[config.mk]
export PLATFORM = sky130hd
export DESIGN_NAME = snn_load_ctrl
export DESIGN_NICKNAME = d
export VERILOG_FILES = /design/src/rtl/snn_pkg.sv /design/src/rtl/snn_byte_hold.sv /design/src/rtl/snn_load_ctrl.sv
export SDC_FILE = /design/constraint.sdc
export NUM_CORES = 1
export LEC_CHECK = 0
export CORE_UTILIZATION = 56
export CTS_CLUSTER_DIAMETER = 50
export DETAILED_ROUTE_END_ITERATION = 10
export GPL_ROUTABILITY_DRIVEN = 0
export PLACE_DENSITY = 0.87
export REMOVE_ABC_BUFFERS = 1
export SETUP_SLACK_MARGIN = 0.5
export SLEW_MARGIN = 40
export SYNTH_ARGS = -nofsm -noshare
export SYNTH_HDL_FRONTEND = slang
export SYNTH_SLANG_ARGS = --single-unit
export TNS_END_PERCENT = 20
[constraint.sdc]
create_clock -name clk -period 3.7 [get_ports clk]
set_input_delay 0.37 -clock clk [delete_from_list [all_inputs] [get_ports clk]]
set_output_delay 0.37 -clock clk [all_outputs]
set_load 0.02 [all_outputs]
[src/rtl/snn_pkg.sv]
// rtl/snn_pkg.sv - shared state type and constants for the SNN load sequencer
package snn_pkg;

  typedef enum logic [2:0] {
    S_LOAD,
    S_WRITE,
    S_START,
    S_WAIT_DONE,
    S_TX,
    S_TX_WAIT
  } snn_load_state_t;

  localparam int         NUM_PIXELS_DEFAULT = 784;
  localparam logic [7:0] ASCII_ZERO         = 8'h30;

  // Digits 10..15 deliberately run on past '9' into ':'..'?'.
  function automatic logic [7:0] digit_to_ascii(input logic [3:0] digit);
    return ASCII_ZERO + {4'h0, digit};
  endfunction

endpackage

[src/rtl/snn_byte_hold.sv]
// rtl/snn_byte_hold.sv - one-deep received-byte holding register with sticky overrun
module snn_byte_hold (
  input  logic       clk,
  input  logic       rst_n,
  input  logic       push,
  input  logic [7:0] data,
  input  logic       pop,
  output logic       valid,
  output logic [7:0] q,
  output logic       overrun
);

  logic       r_valid;
  logic [7:0] r_q;
  logic       r_overrun;

  always_ff @(posedge clk or negedge rst_n) begin
    if (!rst_n) begin
      r_valid   <= 1'b0;
      r_q       <= 8'h00;
      r_overrun <= 1'b0;
    end else begin
      // A byte arriving while the slot drains this cycle replaces it.
      if (push && (!r_valid || pop)) begin
        r_valid <= 1'b1;
        r_q     <= data;
      end else if (pop) begin
        r_valid <= 1'b0;
      end
      if (push && r_valid && !pop) begin
        r_overrun <= 1'b1;
      end
    end
  end

  assign valid   = r_valid;
  assign q       = r_q;
  assign overrun = r_overrun;

endmodule

[src/rtl/snn_load_ctrl.sv]
// rtl/snn_load_ctrl.sv - UART image loader, inference kick-off and ASCII result return
module snn_load_ctrl
  import snn_pkg::*;
#(
  parameter int NUM_PIXELS = NUM_PIXELS_DEFAULT,
  parameter int ADDR_WIDTH = 10
) (
  input  logic                  clk,
  input  logic                  rst_n,
  input  logic                  rx_rdy,
  input  logic [7:0]            rx_data,
  output logic                  ram_we,
  output logic [ADDR_WIDTH-1:0] ram_addr,
  output logic                  ram_data,
  output logic                  core_start,
  input  logic                  core_done,
  input  logic [3:0]            core_digit,
  output logic                  tx_start,
  output logic [7:0]            tx_data,
  input  logic                  tx_rdy,
  output logic                  busy,
  output logic                  overrun
);

  localparam logic [ADDR_WIDTH-1:0] PIX_END = ADDR_WIDTH'(NUM_PIXELS);

  snn_load_state_t       r_state;
  logic [7:0]            r_shift;
  logic [3:0]            r_bit_cnt;
  logic [ADDR_WIDTH-1:0] r_pix_cnt;
  logic                  r_ram_we;
  logic [ADDR_WIDTH-1:0] r_ram_addr;
  logic                  r_ram_data;
  logic                  r_core_start;
  logic                  r_tx_start;
  logic [7:0]            r_tx_data;
  logic                  r_tx_seen_busy;

  logic       w_push;
  logic       w_pop;
  logic       w_hold_valid;
  logic [7:0] w_hold_q;
  logic       w_overrun;
  logic       w_byte_done;
  logic       w_next_bit;
  logic [7:0] w_src;

  assign w_push      = rx_rdy && ((r_state == S_LOAD) || (r_state == S_WRITE));
  assign w_byte_done = (r_state == S_WRITE) && (r_bit_cnt == 4'd8);
  assign w_next_bit  = (r_state == S_WRITE) && (r_bit_cnt != 4'd8);
  // A held byte is taken either from idle or straight after the previous byte's
  // eighth write, unless the image is already complete.
  assign w_pop       = w_hold_valid &&
                       ((r_state == S_LOAD) || (w_byte_done && (r_pix_cnt != PIX_END)));
  assign w_src       = w_pop ? w_hold_q : r_shift;

  snn_byte_hold u_hold (
    .clk     (clk),
    .rst_n   (rst_n),
    .push    (w_push),
    .data    (rx_data),
    .pop     (w_pop),
    .valid   (w_hold_valid),
    .q       (w_hold_q),
    .overrun (w_overrun)
  );

  always_ff @(posedge clk or negedge rst_n) begin
    if (!rst_n) begin
      r_state        <= S_LOAD;
      r_shift        <= 8'h00;
      r_bit_cnt      <= 4'd0;
      r_pix_cnt      <= '0;
      r_ram_we       <= 1'b0;
      r_ram_addr     <= '0;
      r_ram_data     <= 1'b0;
      r_core_start   <= 1'b0;
      r_tx_start     <= 1'b0;
      r_tx_data      <= 8'h00;
      r_tx_seen_busy <= 1'b0;
    end else begin
      r_core_start <= 1'b0;
      r_tx_start   <= 1'b0;
      case (r_state)
        S_LOAD, S_WRITE: begin
          if (w_pop || w_next_bit) begin
            r_state    <= S_WRITE;
            r_ram_we   <= 1'b1;
            r_ram_addr <= r_pix_cnt;
            r_ram_data <= w_src[0];
            r_shift    <= {1'b0, w_src[7:1]};
            r_bit_cnt  <= w_pop ? 4'd1 : r_bit_cnt + 4'd1;
            r_pix_cnt  <= r_pix_cnt + 1'b1;
          end else begin
            r_ram_we <= 1'b0;
            if (w_byte_done) begin
              if (r_pix_cnt == PIX_END) begin
                r_state      <= S_START;
                r_core_start <= 1'b1;
              end else begin
                r_state <= S_LOAD;
              end
            end
          end
        end
        S_START: begin
          r_state <= S_WAIT_DONE;
        end
        S_WAIT_DONE: begin
          if (core_done) begin
            r_tx_data <= digit_to_ascii(core_digit);
            r_state   <= S_TX;
          end
        end
        S_TX: begin
          if (tx_rdy) begin
            r_tx_start     <= 1'b1;
            r_tx_seen_busy <= 1'b0;
            r_state        <= S_TX_WAIT;
          end
        end
        S_TX_WAIT: begin
          // tx_rdy is still high right after the pulse; only a low-then-high counts.
          if (!tx_rdy) begin
            r_tx_seen_busy <= 1'b1;
          end else if (r_tx_seen_busy) begin
            r_pix_cnt <= '0;
            r_state   <= S_LOAD;
          end
        end
        default: begin
          r_state <= S_LOAD;
        end
      endcase
    end
  end

  assign ram_we     = r_ram_we;
  assign ram_addr   = r_ram_addr;
  assign ram_data   = r_ram_data;
  assign core_start = r_core_start;
  assign tx_start   = r_tx_start;
  assign tx_data    = r_tx_data;
  assign busy       = (r_state != S_LOAD);
  assign overrun    = w_overrun;

endmodule

==> impl_metrics.tcl <==
set metrics [dict create \
    grt_util_all_layers_pct 21.7 \
    vias 1728 \
    cts_tree "yes" \
    dp_hpwl_um 3080 \
    synthesis.area_um2 2450 \
    cts_resized 0 \
    final_cell_mix "dfrtp_1, clkdlybuf4s50_1, nand2_1" \
    setup_viol 0 \
    port_buffers 38 \
    viasPerCell 5.63 \
    p_per_area_nw_per_um2 687 \
    max-vdd-ir-drop_v 0.000289 \
    cts.sinks 54 \
    initial_core_util_pct 59.7 \
    drc 0 \
    grt_overflow 0 \
    die_x_um 68.2 \
    yosysUniqueCellTypes 42 \
    wl_um 4410 \
    synth_seq_cells 54 \
    min_period_ns 2.16 \
    outcome "completed" \
    dieArea_um2 4650 \
    worstPathRequired_ns 3.33 \
    rows 23 \
    first_global_vias 1641 \
    nets 277 \
    wl_per_cell_um 14.3 \
    crit_type "flip-flop to output pin" \
    holdBufCountCts 0 \
    antenna_left 0 \
    drt-initial-drc-count 97 \
    avgSynthCellArea_um2 11.2 \
    hold_viol 0 \
    ios 41 \
    relSlewSlack_pct 55.7 \
    synth_edf_count 0 \
    p_leak_nw 1.31 \
    cp_slowest_cell "clkdlybuf4s50_1" \
    cp_max_fo 9 \
    ys_seq_area_share_pct 55.0 \
    grt_pass1_wl_um 7250 \
    cts_setup_buffers 0 \
    final_common_cell "dfrtp_1" \
    clock_path_buffers 2 \
    period_share_pct 58.4 \
    numCtsBuffers 5 \
    tightestPinTransition_ns 0.664 \
    antenna_found_initial 0 \
    antenna_cells 0 \
    area_growth_pct 19.3 \
    clk-insertion-delay-late_ns 0.31 \
    worstHoldPathType "primary input to async pin" \
    dr.pass1.iters 4 \
    die_y_um 68.2 \
    drive_above_1_share_pct 16.3 \
    grt_max_degree 55 \
    fin_skew_ns 0.00895 \
    async_flop_share_pct 100 \
    core-area_um2 4120 \
    yosys_warnings 0 \
    critPathMaxStageDelay_ns 0.56 \
    path_cells "or3_4, clkdlybuf4s50_1" \
    root_buffer "clkbuf_8" \
    htree_levels 2 \
    place_inst 299 \
    crit_path_end_kind "output pin" \
    maxCapViolCount 0 \
    rsz0062_at_grt "false" \
    clk_pin_slew_ns 0.09 \
    setup_tns_ns 0 \
    synth_ff_type "dfrtp_1" \
    cp_data_arrival_time_ns 1.79 \
    final_cells 307 \
    fmax_mhz 463 \
    cp-start-kind "flip-flop" \
    netlist_instances 219 \
    slew_violations 0 \
]
cell type report:
| class | instances | area, µm² |
|---|---|---|
| Clock buffer | 7 | 86.3 |
| Clock inverter | 1 | 5.00 |
| Fill cell | 322 | 1190 |
| Inverter | 7 | 26.3 |
| Multi-Input combinational cell | 149 | 1010 |
| Sequential cell | 54 | 1350 |
| Tap cell | 50 | 62.6 |
| Timing Repair Buffer | 39 | 383 |
state kept, by name, indices dropped and copies added (netlist names), 3 cells and up:
signal and cells:
r_pix_cnt 10, ram_addr 10, u_hold.q 8, r_shift 7, tx_data 5, r_bit_cnt 4
r_state 3
cells in the mapped netlist, types with 2 or more instances:
cell type | instances | area, µm²
o211ai_1 | 2 | 15.0
buf_2 | 2 | 10.0
buf_6 | 2 | 22.5
o31ai_1 | 2 | 15.0
nand2b_1 | 2 | 12.5
dfrtp_1 | 54 | 1350
o21ai_0 | 5 | 25.0
nand2_1 | 31 | 116
clkbuf_1 | 3 | 11.3
nand2_2 | 2 | 12.5
and4bb_2 | 2 | 25.0
a211oi_1 | 3 | 22.5
ha_1 | 4 | 50.1
nand4_1 | 4 | 25.0
nor3_1 | 2 | 10.0
xnor2_1 | 6 | 52.6
buf_4 | 3 | 22.5
nor2_1 | 20 | 75.1
a21oi_1 | 6 | 30.0
nand3_1 | 5 | 25.0
xor2_1 | 2 | 17.5
inv_1 | 7 | 26.3
mux2_2 | 22 | 248
and3_1 | 4 | 25.0
a31oi_1 | 7 | 43.8
metal layers:
layer / GRT usage (%) / up-vias / part of all wire, %
li1: - / 827 / -
met1: 27.9 / 837 / 46
met2: 33.3 / 55 / 47
met3: 5.83 / 9 / 5.1
met4: 11.5 / 0 / 2.2
met5: 0 / - / 0
through the flow:
step           cell area, µm²  util, %  hold slack [ns]  worst slack (ns)  total power, mW
6_report                 2930     71.2            0.163              1.54             2.01
5_1_grt                  2930     71.2            0.237              1.48             2.16
4_1_cts                  2930     71.2            0.191              1.52             2.03
3_5_place_dp             2840     69.0            0.470              1.70             1.69
3_3_place_gp             2840     69.0            0.469              1.77             1.65
2_1_floorplan            2390        -           0.0744              1.89             1.42
cells by family after synthesis:
family | after synthesis | synth area share, %
and+or+nand+nor | 80 | 16.2
DFF | 54 | 55.0
AOI/OAI and AO/OA | 32 | 9.43
muxes | 23 | 10.5
buffers and inverters | 17 | 3.77
xor gates and xnor gates | 8 | 2.85
adders and majority gates | 4 | 2.04
other | 1 | 0.153
final timing paths:
| kind | from | to | slack (ns) | cells past startpoint |
|---|---|---|---|---|
| max reg2reg | r_bit_cnt[0] | u_hold.q[5] | 1.67 | 7 |
| min | rst_n | u_hold.q[2] | 0.16 | 2 |
| min in group clk | u_hold.overrun | u_hold.overrun | 0.48 | 1 |
| min reg2reg | u_hold.overrun | u_hold.overrun | 0.48 | 1 |
| max | r_state[2] | busy | 1.54 | 2 |
| max in group asynchronous | rst_n | ram_addr[3] | 3.09 | 2 |
worst max-delay path, delay by kind of cell (launching register included):
family        cells  cell delay (ns)
buf+inv           1             0.56
flops             1             0.49
simple gates      1             0.44
where the power goes:
group | switching (mW) | total, mW | internal, mW
Sequential | 0.174 | 0.973 | 0.799
Clock | 0.182 | 0.334 | 0.151
Combinational | 0.358 | 0.707 | 0.349
No activity file was read; power rests on OpenSTA's default activity.
